$ cat config.mk
export PLATFORM = sky130hd
export DESIGN_NAME = icache_linefill_unit
export DESIGN_NICKNAME = d
export VERILOG_FILES = /design/src/rtl/icache_linefill_unit_pkg.sv /design/src/rtl/icache_linefill_issue_reg.sv /design/src/rtl/icache_linefill_unit.sv
export SDC_FILE = /design/constraint.sdc
export NUM_CORES = 1
export LEC_CHECK = 0
export ABC_AREA = 1
export BUFFER_PORTS_ARGS = -buffer_cell sky130_fd_sc_hd__buf_2
export CAP_MARGIN = 15
export CELL_PAD_IN_SITES_DETAIL_PLACEMENT = 0
export CELL_PAD_IN_SITES_GLOBAL_PLACEMENT = 2
export CORE_AREA = 3 3 337 339
export CTS_BUF_LIST = sky130_fd_sc_hd__clkbuf_16
export CTS_CLUSTER_SIZE = 25
export DETAILED_ROUTE_END_ITERATION = 10
export DIE_AREA = 0 0 340 342
export PLACE_DENSITY_LB_ADDON = 0.1
export SLEW_MARGIN = 20
export SYNTH_ARGS = -nofsm -noshare
export SYNTH_HDL_FRONTEND = slang
export SYNTH_SLANG_ARGS = --single-unit
$ cat constraint.sdc
create_clock -name clk -period 4.7 [get_ports clk]
set_clock_uncertainty 0.15 [all_clocks]
set_input_delay 0.235 -clock clk [delete_from_list [all_inputs] [get_ports clk]]
set_output_delay 0.235 -clock clk [all_outputs]
set_load 0.01 [all_outputs]
$ cat src/rtl/icache_linefill_unit_pkg.sv
// Shared types and default sizing for the icache line-fill unit.
package icache_linefill_unit_pkg;

  localparam int unsigned LF_MSHR_ENTRY_NUM     = 8;
  localparam int unsigned LF_MSHR_IDX_W         = $clog2(LF_MSHR_ENTRY_NUM);
  localparam int unsigned LF_ADDR_WIDTH         = 32;
  localparam int unsigned LF_ICACHE_INDEX_WIDTH = 7;
  localparam int unsigned LF_BEAT_WIDTH         = 256;
  localparam int unsigned LF_BEATS_PER_LINE     = 2;
  localparam int unsigned LF_LINE_WIDTH         = LF_BEAT_WIDTH * LF_BEATS_PER_LINE;

  // One MSHR miss request as presented on the txreq interface.
  typedef struct packed {
    logic [LF_ADDR_WIDTH-1:0] addr;
    logic [LF_MSHR_IDX_W-1:0] entry_idx;
    logic                     way;
  } linefill_req_t;

  typedef enum logic [1:0] {
    IDLE,
    COLLECT,
    WRITE
  } fill_state_t;

endpackage

$ cat src/rtl/icache_linefill_issue_reg.sv
// Single-slot valid/ready register; accepts a new word in the same cycle
// the held word drains, so it sustains one transfer per cycle.
module icache_linefill_issue_reg
  import icache_linefill_unit_pkg::*;
#(
  parameter int unsigned W = 8
) (
  input  logic         clk,
  input  logic         rst_n,
  input  logic         in_vld,
  output logic         in_rdy,
  input  logic [W-1:0] in_data,
  output logic         out_vld,
  input  logic         out_rdy,
  output logic [W-1:0] out_data
);

  logic         busy_q, busy_d;
  logic [W-1:0] data_q, data_d;

  assign in_rdy   = ~busy_q | out_rdy;
  assign out_vld  = busy_q;
  assign out_data = data_q;

  // Load on an input handshake, otherwise empty once the held word drains.
  always_comb begin
    busy_d = busy_q;
    data_d = data_q;
    if (in_vld && in_rdy) begin
      busy_d = 1'b1;
      data_d = in_data;
    end else if (out_rdy) begin
      busy_d = 1'b0;
    end
  end

  // Slot state.
  always_ff @(posedge clk or negedge rst_n) begin
    if (!rst_n) begin
      busy_q <= 1'b0;
      data_q <= '0;
    end else begin
      busy_q <= busy_d;
      data_q <= data_d;
    end
  end

endmodule

$ cat src/rtl/icache_linefill_unit.sv
// Line-fill unit: forwards MSHR misses to the downstream bus, assembles the
// response beats into a line, writes it to the data RAM and pulses the
// owning MSHR entry's linefill_done.
module icache_linefill_unit
  import icache_linefill_unit_pkg::*;
#(
  parameter int unsigned MSHR_ENTRY_NUM     = LF_MSHR_ENTRY_NUM,
  parameter int unsigned MSHR_IDX_W         = $clog2(MSHR_ENTRY_NUM),
  parameter int unsigned ADDR_WIDTH         = LF_ADDR_WIDTH,
  parameter int unsigned ICACHE_INDEX_WIDTH = LF_ICACHE_INDEX_WIDTH,
  parameter int unsigned BEAT_WIDTH         = LF_BEAT_WIDTH,
  parameter int unsigned BEATS_PER_LINE     = LF_BEATS_PER_LINE,
  parameter int unsigned LINE_WIDTH         = BEAT_WIDTH * BEATS_PER_LINE
) (
  input  logic                          clk,
  input  logic                          rst_n,
  input  logic                          txreq_vld,
  output logic                          txreq_rdy,
  input  logic [ADDR_WIDTH-1:0]         txreq_addr,
  input  logic [MSHR_IDX_W-1:0]         txreq_entry_idx,
  input  logic                          txreq_way,
  output logic                          bus_req_vld,
  input  logic                          bus_req_rdy,
  output logic [ADDR_WIDTH-1:0]         bus_req_addr,
  output logic [MSHR_IDX_W-1:0]         bus_req_id,
  input  logic                          bus_rsp_vld,
  output logic                          bus_rsp_rdy,
  input  logic [MSHR_IDX_W-1:0]         bus_rsp_id,
  input  logic [BEAT_WIDTH-1:0]         bus_rsp_data,
  input  logic                          bus_rsp_last,
  output logic                          dataram_wr_vld,
  input  logic                          dataram_wr_rdy,
  output logic [ICACHE_INDEX_WIDTH-1:0] dataram_wr_index,
  output logic                          dataram_wr_way,
  output logic [LINE_WIDTH-1:0]         dataram_wr_data,
  output logic [MSHR_ENTRY_NUM-1:0]     linefill_done,
  output logic                          proto_err
);

  localparam int unsigned LINE_BYTES = LINE_WIDTH / 8;
  localparam int unsigned OFFS_W     = $clog2(LINE_BYTES);
  localparam int unsigned CNT_W      = $clog2(BEATS_PER_LINE);
  localparam logic [CNT_W-1:0] LAST_CNT = CNT_W'(BEATS_PER_LINE - 1);
  localparam logic [ADDR_WIDTH-1:0] ALIGN_MASK = ~ADDR_WIDTH'(LINE_BYTES - 1);

  fill_state_t                   state_q, state_d;
  logic [CNT_W-1:0]              cnt_q, cnt_d;
  logic [MSHR_IDX_W-1:0]         id_q, id_d;
  logic [LINE_WIDTH-1:0]         line_q, line_d;
  logic                          rsp_rdy_q, rsp_rdy_d;
  logic                          wr_vld_q, wr_vld_d;
  logic [MSHR_ENTRY_NUM-1:0]     done_q, done_d;
  logic                          proto_err_q, proto_err_d;
  logic                          live_q;
  logic [MSHR_ENTRY_NUM-1:0]     valid_q, valid_d;
  logic [MSHR_ENTRY_NUM-1:0]     way_q, way_d;
  logic [ICACHE_INDEX_WIDTH-1:0] idx_q [MSHR_ENTRY_NUM];
  logic [ICACHE_INDEX_WIDTH-1:0] idx_d [MSHR_ENTRY_NUM];

  linefill_req_t req;
  logic          issue_in_rdy;
  logic          txreq_hs, rsp_hs, wr_hs;

  assign req = '{addr: txreq_addr, entry_idx: txreq_entry_idx, way: txreq_way};

  // live_q keeps txreq_rdy low while in reset.
  assign txreq_rdy = live_q & issue_in_rdy;
  assign txreq_hs  = txreq_vld & txreq_rdy;
  assign rsp_hs    = bus_rsp_vld & rsp_rdy_q;
  assign wr_hs     = wr_vld_q & dataram_wr_rdy;

  icache_linefill_issue_reg #(
    .W(ADDR_WIDTH + MSHR_IDX_W)
  ) u_issue (
    .clk      (clk),
    .rst_n    (rst_n),
    .in_vld   (txreq_vld & live_q),
    .in_rdy   (issue_in_rdy),
    .in_data  ({req.addr & ALIGN_MASK, req.entry_idx}),
    .out_vld  (bus_req_vld),
    .out_rdy  (bus_req_rdy),
    .out_data ({bus_req_addr, bus_req_id})
  );

  assign bus_rsp_rdy      = rsp_rdy_q;
  assign dataram_wr_vld   = wr_vld_q;
  assign dataram_wr_data  = line_q;
  assign dataram_wr_index = idx_q[id_q];
  assign dataram_wr_way   = way_q[id_q];
  assign linefill_done    = done_q;
  assign proto_err        = proto_err_q;

  // Next-state for the fill FSM, line buffer and fill table.
  always_comb begin
    state_d     = state_q;
    cnt_d       = cnt_q;
    id_d        = id_q;
    line_d      = line_q;
    done_d      = '0;
    proto_err_d = proto_err_q;
    valid_d     = valid_q;
    way_d       = way_q;
    idx_d       = idx_q;

    unique case (state_q)
      IDLE: begin
        if (rsp_hs) begin
          id_d                     = bus_rsp_id;
          line_d[BEAT_WIDTH-1:0]   = bus_rsp_data;
          cnt_d                    = CNT_W'(1);
          state_d                  = COLLECT;
          if (bus_rsp_last || !valid_q[bus_rsp_id]) proto_err_d = 1'b1;
        end
      end
      COLLECT: begin
        if (rsp_hs) begin
          line_d[int'(cnt_q)*BEAT_WIDTH +: BEAT_WIDTH] = bus_rsp_data;
          if (bus_rsp_last != (cnt_q == LAST_CNT)) proto_err_d = 1'b1;
          if (bus_rsp_id != id_q) proto_err_d = 1'b1;
          if (cnt_q == LAST_CNT) begin
            cnt_d   = '0;
            state_d = WRITE;
          end else begin
            cnt_d = cnt_q + CNT_W'(1);
          end
        end
      end
      WRITE: begin
        if (wr_hs) begin
          state_d       = IDLE;
          done_d[id_q]  = 1'b1;
          valid_d[id_q] = 1'b0;
        end
      end
      default: state_d = IDLE;
    endcase

    // Applied after the done-clear so a same-entry reissue in the write
    // handshake cycle leaves the entry valid and is not flagged.
    if (txreq_hs) begin
      if (valid_d[txreq_entry_idx]) proto_err_d = 1'b1;
      valid_d[txreq_entry_idx] = 1'b1;
      way_d[txreq_entry_idx]   = txreq_way;
      idx_d[txreq_entry_idx]   = txreq_addr[OFFS_W +: ICACHE_INDEX_WIDTH];
    end

    rsp_rdy_d = (state_d != WRITE);
    wr_vld_d  = (state_d == WRITE);
  end

  // FSM, registered outputs and fill table.
  always_ff @(posedge clk or negedge rst_n) begin
    if (!rst_n) begin
      state_q     <= IDLE;
      cnt_q       <= '0;
      id_q        <= '0;
      line_q      <= '0;
      rsp_rdy_q   <= 1'b0;
      wr_vld_q    <= 1'b0;
      done_q      <= '0;
      proto_err_q <= 1'b0;
      live_q      <= 1'b0;
      valid_q     <= '0;
      way_q       <= '0;
      idx_q       <= '{default: '0};
    end else begin
      state_q     <= state_d;
      cnt_q       <= cnt_d;
      id_q        <= id_d;
      line_q      <= line_d;
      rsp_rdy_q   <= rsp_rdy_d;
      wr_vld_q    <= wr_vld_d;
      done_q      <= done_d;
      proto_err_q <= proto_err_d;
      live_q      <= 1'b1;
      valid_q     <= valid_d;
      way_q       <= way_d;
      idx_q       <= idx_d;
    end
  end

endmodule

== After elaboration in Yosys (flattened, before gate mapping) ==
Cells that the tools add are included.
Cells by class
  muxes and demuxes: 45
  bitwise gates (word level): 12
  add/subtract/negate cells: 2
  eq/ne operators: 8
  reductions and logical operators: 12
  $lt $le $gt $ge: 8
  shift-type cells: 2
Operator list (number)
  512-bit bitwise mux: 1
  256-bit two-way mux: 2
  256-bit one-hot mux with 2 select lines: 1
  256-bit by 34-bit variable shift with 512-bit output (first input constant): 1
  256-bit by 34-bit indexed part select with 512-bit output: 1
  56-bit bitwise mux: 1
  8-bit two-way mux: 5
  9-bit negation with 34-bit output: 1
  7-bit binary-select mux with 3-bit select: 1
  7-bit demux with 3-bit select: 1
  7-bit two-way mux: 3
  1-bit two-way mux: 17
  3-bit by 4-bit < comparator with 1-bit output (second input constant): 3
  1-bit binary-select mux with 3-bit select: 3
  8-bit AND: 1
  8-bit bitwise mux: 1
  4-bit greater-or-equal comparator (second input constant): 2
  2-bit two-way mux: 4
  3-bit NOT with 4-bit output: 2
  8-bit NOT: 1
  8-bit OR: 1
  1-bit demux with 3-bit select: 2
  3-bit by 1-bit greater-or-equal comparator with 1-bit output (second input constant): 2
  2-bit != test (second input constant): 3
  18 further kinds: 29
Storage, ports and cells
  bits in registers: 632
  input bits: 302

== Depth between registers and ports, before layout ==
Gate-level depths: netlist of run 1.
  word-level depth: 12
  depth in mapped cells: 10

== By module ==
Synthesis of run 1 repeated with hierarchy kept, for this count alone.
Unflattened totals
  cell total of the unflattened synthesis: 2537
  area, all modules: 25530.7 um^2
Modules (own cells, without submodules)
  icache_linefill_unit: instances 1, area an instance 23933.0 um^2, cells an instance 2381, seq. area each 15064.4 um^2
  icache_linefill_issue_reg: instances 1, area an instance 1597.8 um^2, cells an instance 156, seq. area each 900.9 um^2

== Worst setup path before layout of run 1 ==
No wires, ideal clock.
  path type: register to register
  start: register u_issue.busy_q, in the netlist u_issue.out_vld
  end: register way_q[0]
  data required time: 4422 ps
  arrival time: 1262 ps
  clock period less this slack: 1541 ps
  stages on the path, launching flop included: 8
  path slack: 3159 ps
  path through: dfrtp_1 -> a21boi_2 -> nand2_4 -> clkinv_8 -> nand3_4 -> buf_6 -> nand2_1 -> o21ai_0
Between the ends
  longest elaborated chain between the ends: 4
RTL lines
  start: declaration: line icache_linefill_issue_reg.sv:18  | logic busy_q, busy_d;
  start signal: assignment: line icache_linefill_issue_reg.sv:43  | busy_q <= busy_d;
  1-bit NOT: line icache_linefill_issue_reg.sv:21  | assign in_rdy = ~busy_q | out_rdy;
  1-bit OR: line icache_linefill_issue_reg.sv:21
  1-bit AND: line icache_linefill_unit.sv:67  | assign txreq_rdy = live_q & issue_in_rdy;
  via txreq_rdy: line icache_linefill_unit.sv:18  | output logic txreq_rdy,
  1-bit AND: line icache_linefill_unit.sv:68  | assign txreq_hs = txreq_vld & txreq_rdy;
  end signal: assignment: line icache_linefill_unit.sv:177  | way_q <= way_d;
  end: declaration: line icache_linefill_unit.sv:56  | logic [MSHR_ENTRY_NUM-1:0] way_q, way_d;
The timed path passes the listed nets, and every way through them passes these cells.
A chain may end at the register's enable or synchronous reset.

== Final worst setup path of run 1 ==
  start: register id_q[0]
  end: output dataram_wr_index[5]
Between the ends
  longest elaborated chain between the ends: 4
RTL lines
  start: declaration: line icache_linefill_unit.sv:48  | logic [MSHR_IDX_W-1:0] id_q, id_d;
  start signal: assignment: line icache_linefill_unit.sv:169  | id_q <= id_d;
  3-bit NOT with 4-bit output (not written as such): line icache_linefill_unit.sv:88  | assign dataram_wr_index = idx_q[id_q];
  7-bit binary-select mux with 3-bit select: line icache_linefill_unit.sv:88
  7-bit two-way mux (not written as such) (2 in series): line icache_linefill_unit.sv:88
  end: declaration: line icache_linefill_unit.sv:33  | output logic [ICACHE_INDEX_WIDTH-1:0] dataram_wr_index,
Every way passes these cells. The select of a mux whose other input is x is not followed.

==> results.sh, run 1 <==
export IMPL_setup_violations=0
export IMPL_power_uw=23100
export IMPL_power_switching_uw=9070
export IMPL_cp_slowest_cell="buf_4"
export IMPL_pwr_share_clk_pct=25.1
export IMPL_start_util_pct=21.7
export IMPL_required_ns=4.32
export IMPL_setup_tns_ns=0
export IMPL_postRouteAntennaNets=0
export IMPL_cts_tree="built"
export IMPL_numCtsBuffers=80
export IMPL_grt_usage_pct=17.1
export IMPL_vias_per_cell=4.04
export IMPL_place_port_buffers=857
export IMPL_synth_cell_types=26
export IMPL_cts_sinks=632
export IMPL_crit_path_cell_trace="buf_4, inv_2, buf_4, nor2_1, nor2_1, o21ai_0, o2111ai_1, buf_2"
export IMPL_cellLeakagePower_uw=0.0186
export IMPL_max_slew_margin_rel_pct=34.5
export IMPL_drt_total_wl_um=102000
export IMPL_rr_worst_depth=6
export IMPL_root_buffer="clkbuf_16"
export IMPL_start_kind="flop"
export IMPL_max_stage_delay_ns=0.38
export IMPL_routabilityCongestion=0.804
export IMPL_yosysTopAreaCellShare_pct=65.8
export IMPL_regToRegEndpoint="dataram_wr_data[333]"
export IMPL_drt_iter0_markers=1035
export IMPL_clk_latency_ns=0.63
export IMPL_io_pins=870
export IMPL_mostFrequentLayoutCell="buf_2"
export IMPL_wl_per_cell_um=19.7
export IMPL_fmax_mhz=333
export IMPL_yosys_area_top_type="dfrtp_1"
export IMPL_worstHoldPathCells=4
export IMPL_layout_cells_most_common_list="buf_2, nand2_1, dfrtp_1"
export IMPL_fill_cells=11829
export IMPL_via_count=20926
export IMPL_worstMarginPinSlew_ns=0.982
export IMPL_syn_inst=2501
export IMPL_dieArea_mm2=0.116
export IMPL_pwr_share_seq_pct=38.6
export IMPL_place_hpwl_um=75600
export IMPL_r2r_slack_ns=2.15
export IMPL_grt_pass1_wl_um=149000
export IMPL_syn_area_mm2=0.0240
export IMPL_seqCellArea_mm2=0.0158
export IMPL_slew_viol_final=0
export IMPL_rsz0062_at_grt="false"
export IMPL_num_rows=122
export IMPL_cap_violations=0
export IMPL_critical_path_class="reg2out"
export IMPL_critPathTopFamily="buffers and inverters"
export IMPL_synth_area_leaders="dfrtp_1, nand2_1, o21ai_0"
export IMPL_r2r_start="state_q[0]"
export IMPL_antenna_found_initial=3
export IMPL_min_to="u_issue.out_data[20]"
export IMPL_syn_avg_cell_area_um2=9.62
export IMPL_chipHeight_um=342
export IMPL_dp_cells=4736
export IMPL_drive_gt1_share_pct=27.4
export IMPL_synth_warnings=0
export IMPL_worstSetupEndpointType="primary output"
export IMPL_cts_setup_buffers=0
export IMPL_p_sw_share_pct=39.3
export IMPL_yosysSeqAreaShare_pct=65.8
export IMPL_critPathBufInv=4
export IMPL_status="finished, final reports clean"
export IMPL_cts_buffer_depth=3
export IMPL_fin_cells=5179
export IMPL_combPwrFrac_pct=36.4
export IMPL_core_area_mm2=0.111
export IMPL_nNetsFinal=3928
export IMPL_final_hold_violation_count=0
export IMPL_drc_errors=0
export IMPL_first_pass_iters=5
export IMPL_worst_ir_drop_vdd_v=0.000262
export IMPL_period_minus_slack_ns=3.00
export IMPL_power_density_mw_per_mm2=654
export IMPL_p_int_uw=14000
export IMPL_grt_pass1_vias=21808
export IMPL_fin_crit_sh_pct=63.9
export IMPL_ys_seq_elements=632
export IMPL_grt_max_degree=152
export IMPL_die_x_um=340
export IMPL_hold_path_class="in2reg"
export IMPL_multi_input_area_mm2=0.00643
export IMPL_hold_start="txreq_vld"
export IMPL_area_growth_pct=46.6
export IMPL_path_clk_slew_ns=0.06
export IMPL_arrival_ns=2.62
export IMPL_grt_ovfl_total=0
export IMPL_cp_max_fo=35
export IMPL_cts_htree_levels=3
per-stage QoR:
step	hold slack, ns	worst slack [ns]	utilization, %	area (µm²)
after floorplan	-0.211	3.16	-	24100
after detailed placement	0.221	2.14	27.0	29800
after CTS	0.0234	1.59	31.8	35200
final	0.0695	1.70	31.8	35200
after global placement	0.214	2.19	27.0	29800
after global routing	0.102	1.49	31.8	35200
power groups by stage:
stage | clock network, µW | registers [µW] | logic [µW]
after detailed placement | 0 | 8970 | 8430
after global routing | 6280 | 9190 | 9330
after CTS | 6050 | 8910 | 8670
final | 5790 | 8890 | 8380
after floorplan | 0 | 9930 | 2920
after global placement | 0 | 8910 | 8350
metal layers:
metal / vias up / global-route usage (%) / wire length (µm) / part of all wire [%]
met5: - / 0 / 13 / 0.013
met4: 2 / 7.02 / 3960 / 3.9
met3: 130 / 4.95 / 7050 / 6.9
met2: 657 / 29.9 / 50900 / 50
met1: 9963 / 19.6 / 39900 / 39
li1: 10174 / - / - / -
Yosys cell counts:
cell / instances
a21boi_2: 1
a21oi_1: 3
buf_2: 85
buf_4: 9
buf_6: 8
clkbuf_1: 38
clkinv_8: 1
conb_1: 2
dfrtp_1: 632
inv_1: 288
inv_2: 4
nand2_1: 691
nand2_2: 4
nand2_4: 1
nand3_1: 7
nand3_4: 8
nor2_1: 76
nor2_2: 1
nor2_4: 1
o2111ai_1: 8
o211ai_1: 1
o21ai_0: 401
o21ai_1: 227
o21bai_1: 1
o31ai_1: 1
xnor2_1: 2
flip-flops by register name, summed over array words and instances, names as in the netlist:
register,flops
bus_rsp_rdy,1
cnt_q,1
dataram_wr_data,512
dataram_wr_vld,1
id_q,3
idx_q,56
linefill_done,8
live_q,1
proto_err,1
state_q,2
u_issue.out_data,29
u_issue.out_vld,1
valid_q,8
way_q,8
kinds of logic after synthesis:
group / count (synthesis) / share of synthesized area, %
AO/OA/AOI/OAI: 643 / 13.6
buffers and inverters: 433 / 7.64
AND/OR/NAND/NOR: 789 / 12.9
flip-flops: 632 / 65.8
other: 2 / 0.0312
XOR/XNOR: 2 / 0.0729
cell type report:
cell class / instances / area share [%]
Sequential cell: 632 / 44.9
Timing Repair Buffer: 1178 / 21.5
Multi-Input combinational cell: 1441 / 18.2
Clock buffer: 82 / 5.82
Tap cell: 1488 / 5.28
Inverter: 293 / 3.18
Clock inverter: 61 / 1.10
Antenna cell: 4 / 0.0284
worst min-delay path, cell delays in order:
cell     delay, ns
buf_2         0.10
nand2_4       0.29
nand2_1       0.14
nand2_1       0.04
worst max path at each step:
stage	start	end	slack, ns	cells past startpoint
2_1_floorplan	u_issue.out_vld	way_q[0]	3.16	7
3_3_place_gp	bus_rsp_rdy	dataram_wr_data[81]	2.19	5
3_5_place_dp	state_q[0]	dataram_wr_data[71]	2.14	4
4_1_cts	id_q[0]	dataram_wr_index[5]	1.59	8
6_report	id_q[0]	dataram_wr_index[5]	1.70	8
5_1_grt	id_q[0]	dataram_wr_index[5]	1.49	8
repair_timing:
item | in CTS | in global routing
resized for setup | 0 | 0
endpoints found under the hold margin | 711 | 0
hold buffers | 296 | 0
endpoints found under the setup margin | 0 | 0
No activity file was read; power rests on OpenSTA's default activity.
==> inputs of run 2 (changes only) <==
CORE_AREA = 3 3 338 340   (was 3 3 337 339)
DIE_AREA = 0 0 341 343   (was 0 0 340 342)
clock period = 3 ns   (was 4.7 ns; I/O delays follow)
==> run 2 against run 1 <==
Net effect: hold slack better by 0.041 ns; non-clock buffer count up 62; combinational power up 59%; count of clock-buffer cells in the layout unchanged; largest cell class unchanged; highest routed layer unchanged.
==> results.sh, run 2 (same netlist as run 1, synthesis figures left out) <==
export IMPL_fmax_mhz=347
export IMPL_cts_tree="built"
export IMPL_arrival_ns=3.23
export IMPL_setup_tns_ns=0
export IMPL_r2r_slack_ns=0.14
export IMPL_final_hold_violation_count=0
export IMPL_postRouteAntennaNets=0
export IMPL_worstSetupEndpointType="flop"
export IMPL_grt_pass1_vias=22034
export IMPL_pwr_share_seq_pct=38.7
export IMPL_p_sw_share_pct=39.3
export IMPL_cellLeakagePower_uw=0.0189
export IMPL_drt_total_wl_um=104000
export IMPL_drive_gt1_share_pct=27.2
export IMPL_root_buffer="clkbuf_16"
export IMPL_cap_violations=0
export IMPL_clk_latency_ns=0.62
export IMPL_layout_cells_most_common_list="buf_2, nand2_1, dfrtp_1"
export IMPL_dieArea_mm2=0.117
export IMPL_drc_errors=0
export IMPL_fill_cells=12013
export IMPL_largest_reg_flops=512
export IMPL_max_slew_margin_rel_pct=43.3
export IMPL_place_port_buffers=857
export IMPL_start_kind="input port"
export IMPL_postLayoutCoreUtil_pct=32.1
export IMPL_rsz0062_at_grt="false"
export IMPL_pwr_share_clk_pct=24.3
export IMPL_critical_path_class="in2reg"
export IMPL_fin_cells=5253
export IMPL_routabilityCongestion=0.815
export IMPL_numCtsBuffers=79
export IMPL_io_pins=870
export IMPL_grt_usage_pct=17.3
export IMPL_nNetsFinal=3989
export IMPL_cp_max_fo=7
export IMPL_required_ns=3.35
export IMPL_grt_ovfl_total=0
export IMPL_grt_max_degree=97
export IMPL_cts_setup_buffers=0
export IMPL_ctsResizeCount=0
export IMPL_die_x_um=341
export IMPL_cts_buffer_depth=3
export IMPL_vias_per_cell=4.05
export IMPL_dp_cells=4765
export IMPL_path_clk_slew_ns=0.06
export IMPL_period_minus_slack_ns=2.88
export IMPL_area_growth_pct=49.3
export IMPL_worstMarginPinSlew_ns=0.851
export IMPL_via_count=21278
export IMPL_worst_hold_slack_ns=0.110
export IMPL_wl_per_cell_um=19.8
export IMPL_core_area_mm2=0.112
export IMPL_cts_htree_levels=3
export IMPL_slew_viol_final=0
export IMPL_antenna_found_initial=9
export IMPL_start_util_pct=21.5
export IMPL_place_hpwl_um=77300
export IMPL_cts_sinks=632
export IMPL_combPwrFrac_pct=36.9
export IMPL_mostFrequentLayoutCell="buf_2"
export IMPL_worst_ir_drop_vdd_v=0.000393
export IMPL_drt_iter0_markers=1095
export IMPL_first_pass_iters=5
export IMPL_num_rows=123
export IMPL_power_density_mw_per_mm2=1000
export IMPL_p_int_uw=21900
export IMPL_setup_violations=0
export IMPL_hold_path_class="in2async"
export IMPL_fin_crit_sh_pct=96.0
export IMPL_chipHeight_um=343
export IMPL_power_uw=36100
export IMPL_grt_pass1_wl_um=152000
export IMPL_status="finished, final reports clean"
export IMPL_power_switching_uw=14200
## run 2: cell count changes in the layout (fill, tap and decap cells not counted), moves of 2 or more
cell and delta:
buf_12 +11, clkinv_8 -2, clkinvlp_4 +3, diode_2 +2
bufinv_16 -2, dlygate4sd3_1 +44, clkinv_2 -7, clkinv_1 -7
inv_1 +12, buf_4 +6
## run 2: cell type report
type / instances / area, µm² / area share (%)
antenna: 6 / 15.0 / 0.0418
clock buffer: 82 / 2050 / 5.71
clock inverter: 59 / 298 / 0.829
inverter: 293 / 1120 / 3.12
multi-input combinational: 1441 / 6430 / 17.9
sequential: 632 / 15800 / 44.0
tap: 1500 / 1880 / 5.23
timing repair buffer: 1240 / 8310 / 23.1
## run 2: per-layer routing
layer | track usage (%) | up-vias | part of all wire (%) | wire, µm
met5 | 0 | - | 0.029 | 30
met4 | 6.26 | 4 | 3.3 | 3430
met3 | 5.25 | 140 | 7.6 | 7860
met2 | 30.5 | 671 | 50 | 52000
met1 | 19.9 | 10155 | 39 | 40500
li1 | - | 10308 | - | -
## run 2: worst paths after layout
| path | startpoint | end | cells after the start |
|---|---|---|---|
| hold reg to reg | dataram_wr_data[55] | dataram_wr_data[55] | 2 |
| hold / removal | rst_n | dataram_wr_data[425] | 3 |
| setup reg to reg | valid_q[6] | proto_err | 10 |
| setup / recovery | bus_rsp_id[0] | proto_err | 13 |
| min in group clk | bus_rsp_data[60] | dataram_wr_data[316] | 4 |
| max in group asynchronous | rst_n | dataram_wr_data[329] | 4 |
## run 2: power groups by stage
stage	clock network [µW]	logic [µW]	registers, µW
after CTS	9200	13800	14000
after global routing	9540	14800	14400
after detailed placement	0	13300	14100
after floorplan	0	4570	15600
final	8790	13300	14000
after global placement	0	13200	14000
## run 2: repair_timing
action / CTS / global route
endpoints found under the hold margin: 1046 / 0
setup endpoints to repair: 0 / 0
hold buffers: 341 / 0
## run 2: worst max-delay path, cell delays in order
cell,delay (ns)
dlygate4sd3_1,0.58
buf_2,0.18
inv_1,0.14
nor2_1,0.06
nor2_1,0.07
o21ai_0,0.09
nand3_1,0.07
nand3_1,0.06
dlygate4sd3_1,0.56
a21oi_1,0.11
dlygate4sd3_1,0.56
nand2_1,0.05
dlygate4sd3_1,0.56
## run 2: metrics by stage
step           cell area, µm²  setup WS (ns)
4_1_cts                 35900          0.145
3_5_place_dp            30100          0.859
6_report                35900          0.121
2_1_floorplan           24100           1.46
3_3_place_gp            30100          0.882
5_1_grt                 35900         0.0412
==> inputs of run 3 (changes only) <==
RECOVER_POWER = 100   (was not set)
==> run 3 against run 2 <==
Net effect: the run now ends with capacitance limit, slew limit left; flip-flop and latch count unchanged; first-iteration DRC count grew 12%; sequential share of layout area grew 1.4 points; register-to-register slack about the same; utilization down 0.98 points; sequential power about the same; critical endpoint unchanged; largest cell class unchanged; largest power group unchanged.
==> results.sh, run 3 (same netlist as run 1, synthesis figures left out) <==
export IMPL_worst_ir_drop_vdd_v=0.000393
export IMPL_worstSetupEndpointType="flop"
export IMPL_grt_max_degree=97
export IMPL_via_count=21422
export IMPL_cts_buffer_depth=3
export IMPL_r2r_slack_ns=0.13
export IMPL_r2r_start="valid_q[6]"
export IMPL_numCtsBuffers=79
export IMPL_place_port_buffers=857
export IMPL_root_buffer="clkbuf_16"
export IMPL_place_hpwl_um=77300
export IMPL_cts_setup_buffers=0
export IMPL_grt_pass1_wl_um=152000
export IMPL_drt_iter0_markers=1227
export IMPL_arrival_ns=3.24
export IMPL_cts_sinks=632
export IMPL_core_area_mm2=0.112
export IMPL_mostFrequentLayoutCell="nand2_1"
export IMPL_power_uw=34900
export IMPL_regToRegEndpoint="proto_err"
export IMPL_min_to="dataram_wr_data[289]"
export IMPL_start_util_pct=21.5
export IMPL_cap_violations=1
export IMPL_layout_cells_most_common_list="nand2_1, dfrtp_1, o21ai_0"
export IMPL_grt_usage_pct=17.3
export IMPL_cts_htree_levels=3
export IMPL_period_minus_slack_ns=2.89
export IMPL_area_growth_pct=44.8
export IMPL_antenna_found_initial=10
export IMPL_largest_reg_flops=512
export IMPL_critical_path_class="in2reg"
export IMPL_grt_pass1_vias=22034
export IMPL_required_ns=3.35
export IMPL_placed_area_mm2=0.0301
export IMPL_max_slew_margin_rel_pct=-4.54
export IMPL_cellLeakagePower_uw=0.0169
export IMPL_drive_gt1_share_pct=11.6
export IMPL_chipHeight_um=343
export IMPL_grt_ovfl_total=0
export IMPL_dieArea_mm2=0.117
export IMPL_vias_per_cell=4.08
export IMPL_io_pins=870
export IMPL_cp_max_fo=7
export IMPL_drc_errors=0
export IMPL_fmax_mhz=345
export IMPL_drt_total_wl_um=105000
export IMPL_nNetsFinal=3989
export IMPL_status="finished, violations left"
export IMPL_path_clk_slew_ns=0.06
export IMPL_slew_viol_final=8
export IMPL_routabilityCongestion=0.815
export IMPL_power_density_mw_per_mm2=1000
export IMPL_cts_tree="built"
export IMPL_first_pass_iters=5
export IMPL_rsz0062_at_grt="false"
export IMPL_setup_violations=0
export IMPL_violations="capacitance limit, slew limit"
export IMPL_die_x_um=341
export IMPL_start_kind="input port"
export IMPL_clk_latency_ns=0.61
export IMPL_worstMarginPinSlew_ns=1.57
export IMPL_setup_tns_ns=0
export IMPL_postRouteAntennaNets=0
export IMPL_rr_worst_depth=10
export IMPL_worstHoldPathCells=4
export IMPL_hold_path_class="in2reg"
export IMPL_hold_start="bus_rsp_data[33]"
export IMPL_fin_area_mm2=0.0348
export IMPL_fin_crit_sh_pct=96.5
export IMPL_num_rows=123
export IMPL_wl_per_cell_um=19.9
export IMPL_final_hold_violation_count=0
export IMPL_postLayoutCoreUtil_pct=31.1
-- run 3: changes by cell type in the layout (fill, tap and decap cells not counted), moves of 13 or more --
cell / previous run / this run
clkbuf_2: 0 / 13
buf_4: 21 / 4
o21ai_1: 227 / 11
buf_2: 856 / 294
buf_12: 21 / 3
clkbuf_1: 0 / 571
o21ai_0: 401 / 617
-- run 3: worst max-delay path: stages --
cell           delay [ns]
dlygate4sd3_1        0.58
clkbuf_2             0.18
inv_1                0.15
nor2_1               0.06
nor2_1               0.07
o21ai_0              0.09
nand3_1              0.07
nand3_1              0.06
dlygate4sd3_1        0.56
a21oi_1              0.11
dlygate4sd3_1        0.56
nand2_1              0.05
dlygate4sd3_1        0.55
-- run 3: per-stage QoR --
stage | worst slack, ns | instances | hold slack (ns)
finish | 0.105 | 5252 | 0.182
global placement | 0.882 | 4765 | 0.00662
CTS | 0.145 | 5247 | 0.0943
global route | 0.0221 | 5251 | 0.164
detailed placement | 0.859 | 4765 | 0.0153
floorplan | 1.46 | 2506 | -0.296
-- run 3: report_power, final --
part | switching (µW) | internal (µW) | total, µW
logic | 8410 | 3630 | 12000
clock network | 3790 | 5000 | 8790
registers | 1990 | 12100 | 14100
total | 14200 | 20700 | 34900
-- run 3: per-layer routing --
| layer | up-vias | track usage, % | wire (µm) |
|---|---|---|---|
| li1 | 10277 | - | - |
| met1 | 10274 | 19.9 | 40700 |
| met2 | 716 | 30.5 | 52200 |
| met3 | 149 | 5.25 | 8010 |
| met4 | 6 | 6.26 | 3650 |
| met5 | - | 0 | 44 |
-- run 3: worst max-delay path by stage --
stage	start	endpoint
after floorplan	u_issue.out_vld	way_q[5]
after global placement	bus_rsp_rdy	dataram_wr_data[347]
after detailed placement	bus_rsp_rdy	dataram_wr_data[427]
after CTS	valid_q[6]	proto_err
after global routing	bus_rsp_id[0]	proto_err
final	bus_rsp_id[0]	proto_err
-- run 3: area by class of cell --
type | count | area [µm²]
Fill cell | 12232 | 77100
Sequential cell | 632 | 15800
Timing Repair Buffer | 1240 | 7330
Multi-Input combinational cell | 1441 | 6310
Clock buffer | 82 | 2050
Tap cell | 1500 | 1880
Inverter | 293 | 1110
Clock inverter | 59 | 298
Antenna cell | 5 | 12.5
-- run 3: timing repair --
action / CTS / global route
hold buffers: 341 / 0
gates resized for setup: 0 / 0
endpoints found under the hold margin: 1046 / 0
